$ cat config.mk
export PLATFORM = sky130hd
export DESIGN_NAME = rrf_dispatch_alloc
export DESIGN_NICKNAME = d
export VERILOG_FILES = /design/src/rtl/rrf_dispatch_alloc.sv
export SDC_FILE = /design/constraint.sdc
export NUM_CORES = 1
export LEC_CHECK = 0
export ABC_AREA = 1
export BUFFER_PORTS_ARGS = -buffer_cell sky130_fd_sc_hd__buf_2
export CORE_MARGIN = 2
export CORE_UTILIZATION = 53
export CTS_CLUSTER_SIZE = 10
export DETAILED_ROUTE_END_ITERATION = 10
export GPL_TIMING_DRIVEN = 0
export PLACE_DENSITY = 0.92
export SETUP_SLACK_MARGIN = 0.05
export SLEW_MARGIN = 40
export SYNTH_ARGS = -nofsm -noshare
export SYNTH_HDL_FRONTEND = slang
export SYNTH_SLANG_ARGS = --single-unit
$ cat constraint.sdc
create_clock -name clk_i -period 4.7 [get_ports clk_i]
set_clock_uncertainty 0.2 [all_clocks]
set_input_delay 0.47 -clock clk_i [delete_from_list [all_inputs] [get_ports clk_i]]
set_output_delay 0.47 -clock clk_i [all_outputs]
set_load 0.01 [all_outputs]
$ cat src/rtl/rrf_dispatch_alloc.sv
// rtl/rrf_dispatch_alloc.sv - dispatch-stage RRF/ROB tag allocator with free-entry accounting
module rrf_dispatch_alloc #(
  parameter int RRF_NUM  = 64,
  parameter int RRF_SEL  = 6,
  parameter int REG_SEL  = 5,
  parameter int INSN_LEN = 32
) (
  input  logic                clk_i,
  input  logic                reset_i,
  input  logic                inst_valid_i,
  input  logic [INSN_LEN-1:0] pc_i,
  input  logic                dstvalid_i,
  input  logic [REG_SEL-1:0]  dst_i,
  input  logic                stall_i,
  input  logic                comnum_i,
  output logic                inst_ready_o,
  output logic                dp1_o,
  output logic [RRF_SEL-1:0]  dp1_addr_o,
  output logic [INSN_LEN-1:0] pc_dp1_o,
  output logic                dstvalid_dp1_o,
  output logic [REG_SEL-1:0]  dst_dp1_o,
  output logic [RRF_SEL:0]    freenum_o,
  output logic [RRF_SEL-1:0]  alloc_ptr_o,
  output logic                wrap_o
);

  localparam logic [RRF_SEL:0]   LP_FULL = (RRF_SEL+1)'(RRF_NUM);
  localparam logic [RRF_SEL-1:0] LP_LAST = RRF_SEL'(RRF_NUM - 1);

  logic                r_dp1;
  logic [RRF_SEL-1:0]  r_dp1_addr;
  logic [INSN_LEN-1:0] r_pc_dp1;
  logic                r_dstvalid_dp1;
  logic [REG_SEL-1:0]  r_dst_dp1;
  logic [RRF_SEL:0]    r_freenum;
  logic [RRF_SEL-1:0]  r_alloc_ptr;
  logic                r_wrap;

  logic w_ready;
  logic w_accept;
  logic w_ptr_last;

  assign w_ready    = (r_freenum != '0) & ~stall_i;
  assign w_accept   = inst_valid_i & w_ready;
  assign w_ptr_last = (r_alloc_ptr == LP_LAST);

  always_ff @(posedge clk_i or posedge reset_i) begin
    if (reset_i) begin
      r_dp1          <= 1'b0;
      r_dp1_addr     <= '0;
      r_pc_dp1       <= '0;
      r_dstvalid_dp1 <= 1'b0;
      r_dst_dp1      <= '0;
      r_freenum      <= LP_FULL;
      // First tag is 1 to line up with the ROB commit pointer's reset value.
      r_alloc_ptr    <= RRF_SEL'(1);
      r_wrap         <= 1'b0;
    end else begin
      r_dp1 <= w_accept;
      if (w_accept) begin
        r_dp1_addr     <= r_alloc_ptr;
        r_pc_dp1       <= pc_i;
        r_dstvalid_dp1 <= dstvalid_i;
        r_dst_dp1      <= dst_i;
        r_alloc_ptr    <= w_ptr_last ? '0 : r_alloc_ptr + RRF_SEL'(1);
        if (w_ptr_last) r_wrap <= ~r_wrap;
      end
      case ({w_accept, comnum_i})
        2'b10:   r_freenum <= r_freenum - 1'b1;
        2'b01:   r_freenum <= (r_freenum == LP_FULL) ? LP_FULL : r_freenum + 1'b1;
        default: r_freenum <= r_freenum;
      endcase
    end
  end

  // A commit with every entry already free means the ROB and allocator disagree.
  always_ff @(posedge clk_i) begin
    if (!reset_i) begin
      assert (!(comnum_i && !w_accept && r_freenum == LP_FULL))
        else $error("rrf_dispatch_alloc: commit while all entries free");
    end
  end

  assign inst_ready_o   = w_ready;
  assign dp1_o          = r_dp1;
  assign dp1_addr_o     = r_dp1_addr;
  assign pc_dp1_o       = r_pc_dp1;
  assign dstvalid_dp1_o = r_dstvalid_dp1;
  assign dst_dp1_o      = r_dst_dp1;
  assign freenum_o      = r_freenum;
  assign alloc_ptr_o    = r_alloc_ptr;
  assign wrap_o         = r_wrap;

endmodule

## Word-level counts from Yosys, hierarchy flattened

Index checks and enable logic that the tools add are counted.

- Flip-flop bits (word level): 59
- Output and inout port bits: 60
- Input port bits: 43
- Word-level logic and storage cells: 25

- Reduce and logical (&&, ||, !) cells: 3
- Eq/ne operators: 4
- Bitwise operators: 4
- Multiplexer cells: 3
- Add/subtract/negate cells: 3

Operator list:

| cell | number |
|---|---|
| case mux 7 bit (2 select lines) | 1 |
| adder 7 x 1 -> 7 bit (second input constant) | 1 |
| == test 7 bit (second input constant) | 1 |
| two-way mux 7 bit | 1 |
| nonzero test 7 bit | 1 |
| subtractor 7 x 1 -> 7 bit (second input constant) | 1 |
| adder 6 x 1 -> 6 bit (second input constant) | 1 |
| == test 6 bit (second input constant) | 1 |
| two-way mux 6 bit | 1 |
| AND 1 bit | 2 |
| == test 2 x 1 -> 1 bit (second input constant) | 1 |
| == test 2 bit (second input constant) | 1 |
| inverter 1 bit | 2 |
| AND reduction 2 bit | 1 |
| nonzero test 2 bit | 1 |

## Depth between registers and ports, before layout

Gate-level depths: netlist of run 1.

- Depth in word-level cells: 5
- Depth in mapped cells: 14
- Mapped depth without buffers: 12

## Worst setup path after synthesis of run 1

Ideal clock, no wire load.

- Kind: register to register
- Start: register r_freenum[0], in the netlist freenum_o[0]
- End: register r_freenum[5], in the netlist freenum_o[5]
- Setup time: 117 ps
- Buffers on the path: 2
- Arrival time: 2,133 ps
- Slack: 2,250 ps
- Period minus slack after synthesis: 2,450 ps
- Required time: 4,383 ps
- Stages on the path, launching flop included: 15
- Cells stage by stage: dfrtp_1 inv_1 ha_1 nand2_2 nor2_4 nand2_4 nand3_4 buf_2 ha_1 clkbuf_1 inv_1 a21oi_1 nand2_1 nand2_1 nand2_1

- Cells in the longest elaborated chain, start to end: 5
- Elaborated cells on any way between the ends: 11
- Classes of those cells: add/sub: 2; eq/ne: 3; mux: 2; bitwise: 2; reduce/logical: 2

Ends and longest elaborated chain:

| element | line | source |
|---|---|---|
| from (decl) | 35 | `logic [RRF_SEL:0] r_freenum;` |
| from (signal assigned) | 69 | `2'b10: r_freenum <= r_freenum - 1'b1;` |
| from (signal assigned) | 70 | `2'b01: r_freenum <= (r_freenum == LP_FULL) ? LP_FULL : r_freenum + 1'b1;` |
| from (signal assigned) | 71 | `default: r_freenum <= r_freenum;` |
| parallel branches: the longest is 5 deep, another holds adder 7 x 1 -> 7 bit | -- |  |

Several ways; the timed one is not identified.
A chain may end at the register's enable or synchronous reset.

## Worst setup path in the final report of run 1

Same ends and word-level chain as after synthesis.

==> reports/results.ini, run 1 <==
[global_route]
grt_start_max_net_pins = 33
grt_pass1_wl_mm = 9.708
grtUsageTotal_pct = 22.47
grt-ovfl-total = 0
antenna_found_initial = 0
first_global_vias = 2230

[cells_and_area]
syn_to_final_growth_pct = 29.99
final_nets = 490
drive_above_1_share_pct = 33.26
fin_cells = 518
num_antenna_cells = 0

[power_and_ir_drop]
share_comb_of_total_power_pct = 36.8
p_sw_share_pct = 37.06
p_switching_mw = 0.7222
vdd_drop_max_v = 0.0003270
intPower_mw = 1.226
p_clk_share_pct = 22.6
seqPwrFrac_pct = 40.5
leakage_nw = 2.052
power.density_mw_per_mm2 = 549.3

[timing]
period_share_pct = 61.36
worst_pin_slew_ns = 0.4174
post-route-min-period_ns = 2.884
final.setup.tns_ns = 0
grt_setup_unrepaired = false
slew_headroom_pct = 72.17
clock.fmax_mhz = 346.7
setup_ws_ns = 1.816
setup_viol = 0
slew_violations = 0
hold_viol = 0

[logic_synthesis]
seq_area_frac_synth_pct = 54.20
postSynthCellCount = 328
synth_top_area_cell = dfrtp_1
syn-num-nets = 375
yosys.area_share.adder_pct = 1.834
yosys-mux-area-fraction_pct = 0
synth_area_leaders = dfrtp_1, nand2_1, nand3_1
ys_types = 28
synth_simple_gate_area_share_pct = 32.14
ys_warn_count = 0
syn_area_mm2 = 0.002729
syn_area_per_cell_um2 = 8.320
synth_top_cell_area_share_pct = 52.27
synth-compound-area-share_pct = 3.760
yosys_register_bits = 59
synth_top_family_by_area = simple AND/OR/NAND/NOR gates
synthXorXnorAreaFrac_pct = 1.926

[route]
antenna_left = 0
drcViolationCount = 0
drt-vias-per-instance = 4.788
vias = 2480
wirelength_mm = 6.126
first_iter_violations = 123
wire_per_inst_um = 11.83
drt_pass1_iterations = 4

[worst_setup_path]
critPathLaunchType = register
slowest_delay_ns = 0.44
critPathCaptureType = register
crit_top_cell = nand2_1
critPathKind = register to register
cpMaxStageDelayCell = dfrtp_1
worst-path-max-fanout = 10
cp_top_family = buffers and inverters
critPathRequiredTime_ns = 4.71
path_cells = inv_1 > ha_1 > nand2_2 > nor2_4 > nand2_4 > nand3_4 > buf_2 > ha_1 > clkbuf_1 > inv_1 > a21oi_1 > nand2_1 > nand2_1 > nand2_1
critical_path_buf_inv_count = 4
worstPathArrival_ns = 2.90

[placement]
dpl.hpwl_mm = 4.415
numPortBuffers = 102
dp_slack_ns = 1.870
place_inst = 501
routabilityCongestion = 0.8642

[status]
status = completed

[floorplan]
io_pins = 103
die_w_um = 75.76
coreArea_mm2 = 0.005042
die_area_mm2 = 0.005739
die_y_um = 75.76
rows = 26
initial_core_util_pct = 54.12

[clock_network]
clock-sinks = 59
cts_max_level = 3
ctsRootBufferMaster = clkbuf_8
clock_latency_ns = 0.32
path_clk_slew_ns = 0.06
cts_tree = done
cts_buffers = 9
cts_buffer_depth = 2

[job]
maxCapViolations = 0

[min_path]
hp-class = input port to register

==> state kept, by name, indices dropped and copies added (netlist names) <==
signal / count
pc_dp1_o: 32
freenum_o: 7
dst_dp1_o: 5
dstvalid_dp1_o: 1
dp1_addr_o: 6
dp1_o: 1
wrap_o: 1
alloc_ptr_o: 6
==> metrics by stage <==
| stage | utilization [%] | hold slack, ns | power, mW | area (um^2) |
|---|---|---|---|---|
| after floorplan | - | 0.3116 | 1.245 | 2729 |
| after global placement | 65.98 | 0.2584 | 1.478 | 3327 |
| after detailed placement | 66.43 | 0.2595 | 1.513 | 3349 |
| after CTS | 70.35 | 0.1255 | 1.961 | 3547 |
| after global routing | 70.35 | 0.1315 | 2.096 | 3547 |
| final | 70.35 | 0.1409 | 1.949 | 3547 |
==> worst register-to-register path, stage by stage, from the launching register on <==
cell      delay [ns]
dfrtp_1         0.44
inv_1           0.15
ha_1            0.25
nand2_2         0.10
nor2_4          0.13
nand2_4         0.08
nand3_4         0.12
buf_2           0.24
ha_1            0.17
clkbuf_1        0.31
inv_1           0.23
a21oi_1         0.20
nand2_1         0.07
nand2_1         0.05
nand2_1         0.05
==> area by class of cell <==
| class | count | area [um^2] |
|---|---|---|
| tap | 70 | 87.58 |
| buffer | 15 | 101.3 |
| multi-input combinational | 237 | 1082 |
| fill | 383 | 1495 |
| clock inverter | 2 | 35.03 |
| sequential | 59 | 1479 |
| clock buffer | 14 | 152.6 |
| timing repair buffer | 104 | 540.5 |
| inverter | 17 | 68.82 |
==> synthesized netlist by cell type (all sizes together) <==
library cell  number
buf               13
nand2            178
dfstp              2
a22oi              1
nand4              1
nand3             15
nor2              10
xor2               6
o21bai             2
o21ai             13
inv               17
ha                 4
nand3b             1
dfrtp             57
nor3               2
or2                1
a21oi              3
clkbuf             2
==> path summary, 6_finish.rpt <==
| path | to | from | cells after the start | slack [ns] |
|---|---|---|---|---|
| max in group asynchronous | freenum_o[6] | reset_i | 4 | 3.29 |
| worst max register to register | freenum_o[5] | freenum_o[0] | 14 | 1.82 |
| worst min register to register | pc_dp1_o[28] | pc_dp1_o[28] | 2 | 0.28 |
| worst min-delay path | pc_dp1_o[1] | pc_i[1] | 3 | 0.14 |
| min in group asynchronous | pc_dp1_o[7] | reset_i | 3 | 0.48 |
| worst max-delay path | freenum_o[5] | freenum_o[0] | 14 | 1.82 |
==> cell usage in the layout, fill, tap and decap left out, types with 3 or more instances in the layout <==
master,n
a21oi_1,3
buf_2,111
clkbuf_1,6
clkbuf_8,10
dfrtp_1,57
ha_1,4
inv_1,14
nand2_1,166
nand2_2,11
nand3_1,14
nor2_1,9
o21ai_0,13
xor2_1,6
==> power groups by stage <==
| stage | Sequential [mW] | Combinational (mW) | Clock, mW |
|---|---|---|---|
| floorplan | 0.858 | 0.386 | 0 |
| global placement | 0.785 | 0.693 | 0 |
| detailed placement | 0.793 | 0.721 | 0 |
| CTS | 0.788 | 0.724 | 0.449 |
| global route | 0.809 | 0.813 | 0.473 |
| finish | 0.790 | 0.718 | 0.441 |
==> metal layers <==
metal / up-vias / share of wire [%] / track usage (%)
li1: 1238 / - / -
met1: 1145 / 45 / 28.60
met2: 89 / 47 / 35.63
met3: 8 / 6.8 / 6.746
met4: 0 / 1.1 / 9.747
met5: - / 0 / 0
==> what timing repair did <==
item                                   in CTS  in global routing
hold buffers                                1                  0
endpoints found under the hold margin      26                  0
resized for setup                           0                  0
buffers inserted                            0                  0
==> logic make-up (layout without fill, tap and decap cells) <==
group	count (synthesis)	after routing
adders and majority gates	4	4
DFF	59	59
AOI/OAI and AO/OA	19	19
and+or+nand+nor	208	208
buffers and inverters	32	152
xor gates and xnor gates	6	6
No activity file was read; power rests on OpenSTA's default activity.
==> run 2: changes to the inputs <==
--- a/config.mk
+++ b/config.mk
@@ -8,11 +8,11 @@
 export ABC_AREA = 1
 export BUFFER_PORTS_ARGS = -buffer_cell sky130_fd_sc_hd__buf_2
 export CORE_MARGIN = 2
-export CORE_UTILIZATION = 53
+export CORE_UTILIZATION = 49
 export CTS_CLUSTER_SIZE = 10
 export DETAILED_ROUTE_END_ITERATION = 10
 export GPL_TIMING_DRIVEN = 0
-export PLACE_DENSITY = 0.92
+export PLACE_DENSITY = 0.87
 export SETUP_SLACK_MARGIN = 0.05
 export SLEW_MARGIN = 40
 export SYNTH_ARGS = -nofsm -noshare
==> constraint.sdc (replaced) <==
create_clock -name clk_i -period 2.96 [get_ports clk_i]
set_clock_uncertainty 0.2 [all_clocks]
set_input_delay 0.296 -clock clk_i [delete_from_list [all_inputs] [get_ports clk_i]]
set_output_delay 0.296 -clock clk_i [all_outputs]
set_load 0.01 [all_outputs]
==> run 2 against run 1 <==
  * Die area increased by 7.7%
  * Critical endpoint unchanged
  * Register-to-register slack got worse by 1.5 ns
  * Critical path type unchanged
  * Largest cell class unchanged
  * Setup slack got worse by 1.5 ns
  * Via count increased by 8.5%
  * Combinational power increased by 67%
==> reports/results.ini, run 2 (same netlist as run 1, synthesis figures left out) <==
[min_path]
hp-class = input port to register
hold_end = freenum_o[5]
whs_path_depth = 6
hp-start = comnum_i

[worst_setup_path]
worst-path-max-fanout = 10
critPathCaptureType = register
reg2regPathDepth = 13
critPathKind = register to register
worstReg2RegEnd = freenum_o[5]
critPathLaunchType = register
worstPathArrival_ns = 2.63
critPathRequiredTime_ns = 2.97
reg2reg_slack_ns = 0.34
r2r_start = freenum_o[0]

[clock_network]
path_clk_slew_ns = 0.06
post_cts_buffers = 0
cts_buffer_depth = 2
cts_max_level = 3
clock_latency_ns = 0.32
ctsRootBufferMaster = clkbuf_8
cts_tree = done
clock-sinks = 59
cts_buffers = 9

[cells_and_area]
final_common_cell = nand2_1
syn_to_final_growth_pct = 45.07
fin_cells = 557
drive_above_1_share_pct = 31.55
num_antenna_cells = 0
final_nets = 527
final_core_util_pct = 72.79
largest_reg_flops = 32
most-common-layout-cells = nand2_1, buf_2, dfrtp_1
fin_area_mm2 = 0.003959

[power_and_ir_drop]
power_mw = 3.230
leakage_nw = 2.227
power.density_mw_per_mm2 = 815.9
vdd_drop_max_v = 0.0004054

[route]
first_iter_violations = 139
wirelength_mm = 7.215
drcViolationCount = 0
antenna_left = 0
wire_per_inst_um = 12.95
drt_pass1_iterations = 4
drt-vias-per-instance = 4.833
vias = 2692

[timing]
worst_pin_slew_ns = 0.3790
slew_headroom_pct = 74.73
hold_viol = 0
slew_violations = 0
post-route-min-period_ns = 2.622
setup_viol = 0
final.setup.tns_ns = 0
clock.fmax_mhz = 381.4
hold_ws_ns = 0.2483
period_share_pct = 88.58
setup_ws_ns = 0.3380
grt_setup_unrepaired = false

[floorplan]
die_area_mm2 = 0.006182
rows = 27
die_w_um = 78.63
io_pins = 103
die_y_um = 78.63
coreArea_mm2 = 0.005439
initial_core_util_pct = 50.17

[global_route]
grt-ovfl-total = 0
grtUsageTotal_pct = 24.59
grt_pass1_wl_mm = 11.83
first_global_vias = 2612
antenna_found_initial = 0
grt_start_max_net_pins = 31

[placement]
routabilityCongestion = 0.8408
dp_slack_ns = 0.1467
dpl.hpwl_mm = 4.584
dpl_cell_area_mm2 = 0.003352
numPortBuffers = 102
place_inst = 503

[status]
status = completed

[job]
maxCapViolations = 0

[run 2: cell count changes in the layout (fill, tap and decap cells not counted)]
cell           change
clkbuf_1           -4
clkbuf_2           +1
clkbuf_8           +3
clkinv_2           -1
dlygate4sd3_1     +38
ha_1               -1
ha_2               +1
[run 2: repair_timing]
action	4_1_cts	5_1_grt
gates resized for setup	0	3
hold endpoints to repair	66	0
endpoints found under the setup margin	0	6
hold buffers	39	0
[run 2: critical path: stages (launching register included)]
cell	delay, ns
dfrtp_1	0.43
inv_1	0.15
ha_1	0.25
nand2_2	0.11
nor2_4	0.14
nand2_4	0.08
nand3_4	0.12
buf_2	0.23
ha_2	0.30
inv_1	0.16
a21oi_1	0.18
nand2_1	0.07
nand2_1	0.05
nand2_1	0.05
[run 2: per-layer routing]
metal	up-vias	track usage [%]	part of all wire [%]
met5	-	0	0
met3	15	4.713	5.6
met4	0	10.70	2.0
met1	1254	29.98	41
met2	107	42.39	51
li1	1316	-	-
[run 2: how the worst max path moves through the flow]
| stage | slack (ns) | start | depth (start not counted) | to |
|---|---|---|---|---|
| final | 0.34 | freenum_o[0] | 13 | freenum_o[5] |
| after global routing | 0.15 | freenum_o[0] | 13 | freenum_o[5] |
| after CTS | 0.12 | freenum_o[0] | 14 | freenum_o[5] |
| after detailed placement | 0.15 | freenum_o[0] | 14 | freenum_o[5] |
| after global placement | 0.21 | freenum_o[0] | 14 | freenum_o[5] |
| after floorplan | 0.51 | freenum_o[0] | 14 | freenum_o[5] |
[run 2: where the power goes]
part / internal (mW) / total [mW] / switching (mW)
logic: 0.509 / 1.20 / 0.693
clock network: 0.482 / 0.773 / 0.291
registers: 1.06 / 1.26 / 0.194
total: 2.05 / 3.23 / 1.18
[run 2: area by class of cell]
type,count,area [um^2]
fillers,423,1480
clock inverters,1,30.03
multi-input cells,237,1085
well taps,72,90.09
clock buffers,15,186.4
flip-flops and latches,59,1479
plain buffers,14,98.84
repair buffers,142,920.9
inverters,17,68.82
==> run 3: changes to the inputs <==
--- a/config.mk
+++ b/config.mk
@@ -6,13 +6,14 @@
 export NUM_CORES = 1
 export LEC_CHECK = 0
 export ABC_AREA = 1
-export BUFFER_PORTS_ARGS = -buffer_cell sky130_fd_sc_hd__buf_2
+export CAP_MARGIN = 20
 export CORE_MARGIN = 2
-export CORE_UTILIZATION = 49
+export CORE_UTILIZATION = 62
 export CTS_CLUSTER_SIZE = 10
 export DETAILED_ROUTE_END_ITERATION = 10
+export DONT_BUFFER_PORTS = 1
 export GPL_TIMING_DRIVEN = 0
-export PLACE_DENSITY = 0.87
+export PLACE_DENSITY = 0.85
 export SETUP_SLACK_MARGIN = 0.05
 export SLEW_MARGIN = 40
 export SYNTH_ARGS = -nofsm -noshare
==> constraint.sdc (replaced) <==
create_clock -name clk_i -period 2.96 [get_ports clk_i]
set_clock_uncertainty 0.2 [all_clocks]
set_input_delay 0.296 -clock clk_i [delete_from_list [all_inputs] [get_ports clk_i]]
set_output_delay 0.296 -clock clk_i [all_outputs]
set_load 0.1 [all_outputs]
==> run 3 against run 2 <==
  * Cell count down 22%
  * Global-route usage rose by 5.2 points
  * Critical endpoint is now inst_ready_o
  * Critical path depth down 6
  * Die area down 20%
  * Via count fell by 12%
  * Count of clock-buffer cells in the layout shrank 2
  * Non-clock buffer count fell by 102
  * First-iteration DRC count rose by 17%
==> reports/results.ini, run 3 (same netlist as run 1, synthesis figures left out) <==
[status]
status = completed

[worst_setup_path]
worstPathArrival_ns = 2.31
cp-startpoint = freenum_o[0]
critPathRequiredTime_ns = 2.46
critPathLaunchType = register
worstReg2RegEnd = freenum_o[5]
critPathKind = register to output port
crit_end = inst_ready_o
critPathCaptureType = output port
reg2reg_slack_ns = 0.29
reg2regPathDepth = 11
r2r_start = freenum_o[0]
worst-path-max-fanout = 5

[floorplan]
io_pins = 103
die_area_mm2 = 0.004948
coreArea_mm2 = 0.004294
rows = 24
initial_core_util_pct = 63.55
die_y_um = 70.35
die_w_um = 70.35

[clock_network]
cts_buffers = 9
clock_latency_ns = 0.32
ctsRootBufferMaster = clkbuf_8
clock-sinks = 59
path_clk_slew_ns = 0.07
post_cts_buffers = 0
cts_tree = done
cts_max_level = 3
cts_buffer_depth = 2

[global_route]
grt_pass1_wl_mm = 11.35
antenna_found_initial = 0
grt_start_max_net_pins = 33
grt-ovfl-total = 0
first_global_vias = 2396
grtUsageTotal_pct = 29.77

[cells_and_area]
num_antenna_cells = 0
final_common_cell = nand2_1
syn_to_final_growth_pct = 29.21
final_nets = 425
drive_above_1_share_pct = 27.42
fillCellCount = 258
fin_cells = 435
final_core_util_pct = 82.11
fin_area_mm2 = 0.003526
most-common-layout-cells = nand2_1, dfrtp_2, dlygate4sd3_1
largest_reg_flops = 32

[route]
wire_per_inst_um = 16.00
wirelength_mm = 6.960
drt-vias-per-instance = 5.476
vias = 2382
drcViolationCount = 0
first_iter_violations = 162
antenna_left = 0
drt_pass1_iterations = 4

[timing]
setup_viol = 0
post-route-min-period_ns = 2.803
slew_headroom_pct = 40.39
clock.fmax_mhz = 356.8
final.setup.tns_ns = 0
hold_viol = 0
slew_violations = 0
grt_setup_unrepaired = false
worst_pin_slew_ns = 0.8941
period_share_pct = 94.69

[min_path]
hp-class = input port to register

[placement]
dpl.hpwl_mm = 3.896
routabilityCongestion = 0.8770
numPortBuffers = 0
place_inst = 381
dpl_cell_area_mm2 = 0.002853

[job]
maxCapViolations = 0

-- run 3: cell count changes in the layout (fill, tap and decap cells not counted) --
cell | before | now
buf_2 | 111 | 8
dfrtp_1 | 57 | 3
dfrtp_2 | 0 | 52
dfrtp_4 | 0 | 2
bufinv_16 | 1 | 2
clkbuf_8 | 13 | 12
clkinv_4 | 0 | 1
ha_2 | 1 | 0
ha_4 | 0 | 1
-- run 3: cell type report --
type                       count  area, um^2  area share, %
sequential                    59        1551          44.00
multi-input combinational    237        1095          31.05
inverter                      17       68.82          1.952
tap                           52       65.06          1.845
clock buffer                  13       168.9          4.791
timing repair buffer          41       414.1          11.75
buffer                        13       93.84          2.661
clock inverter                 3       68.82          1.952
-- run 3: worst max-delay path, cell delays in order, from the launching register on --
cell and delay [ns]:
dfrtp_4 0.63, inv_1 0.16, ha_1 0.28, nand2_2 0.12, nor2_4 0.05, nand2_4 0.09
nand2_1 0.05, inv_1 0.59
-- run 3: worst min path at each step --
stage	startpoint	to	slack, ns	cells past startpoint
final	comnum_i	freenum_o[5]	0.12	5
after floorplan	dst_i[0]	dst_dp1_o[0]	0.21	2
after global placement	pc_i[2]	pc_dp1_o[2]	0.21	2
after detailed placement	reset_i	dstvalid_dp1_o	0.001	1
after global routing	comnum_i	freenum_o[2]	0.13	3
after CTS	inst_valid_i	pc_dp1_o[20]	0.08	4
-- run 3: layer usage --
| metal | wire, um | share of wire, % | global-route usage (%) | vias to the layer above |
|---|---|---|---|---|
| met5 | 0 | 0 | 0 | - |
| met4 | 131 | 1.9 | 11.97 | 0 |
| met3 | 563 | 8.1 | 9.812 | 15 |
| met2 | 3637 | 52 | 51.78 | 111 |
| met1 | 2627 | 38 | 33.49 | 1151 |
| li1 | - | - | - | 1105 |
-- run 3: metrics by stage --
step	hold slack, ns	setup WS [ns]
floorplan	0.2056	0.05851
global placement	0.2075	-0.2356
detailed placement	0.001377	-0.1500
CTS	0.08272	0.06377
global route	0.1264	0.07375
finish	0.1176	0.1571
-- run 3: what timing repair did --
item                                    in CTS  in global routing
hold buffers                                39                  0
endpoints found under the setup margin       8                  5
resized for setup                            6                  1
endpoints found under the hold margin       97                  0
Power of run 3 is not shown: default switching activity piles up to over one toggle a cycle in this logic, so the estimate is an artifact.
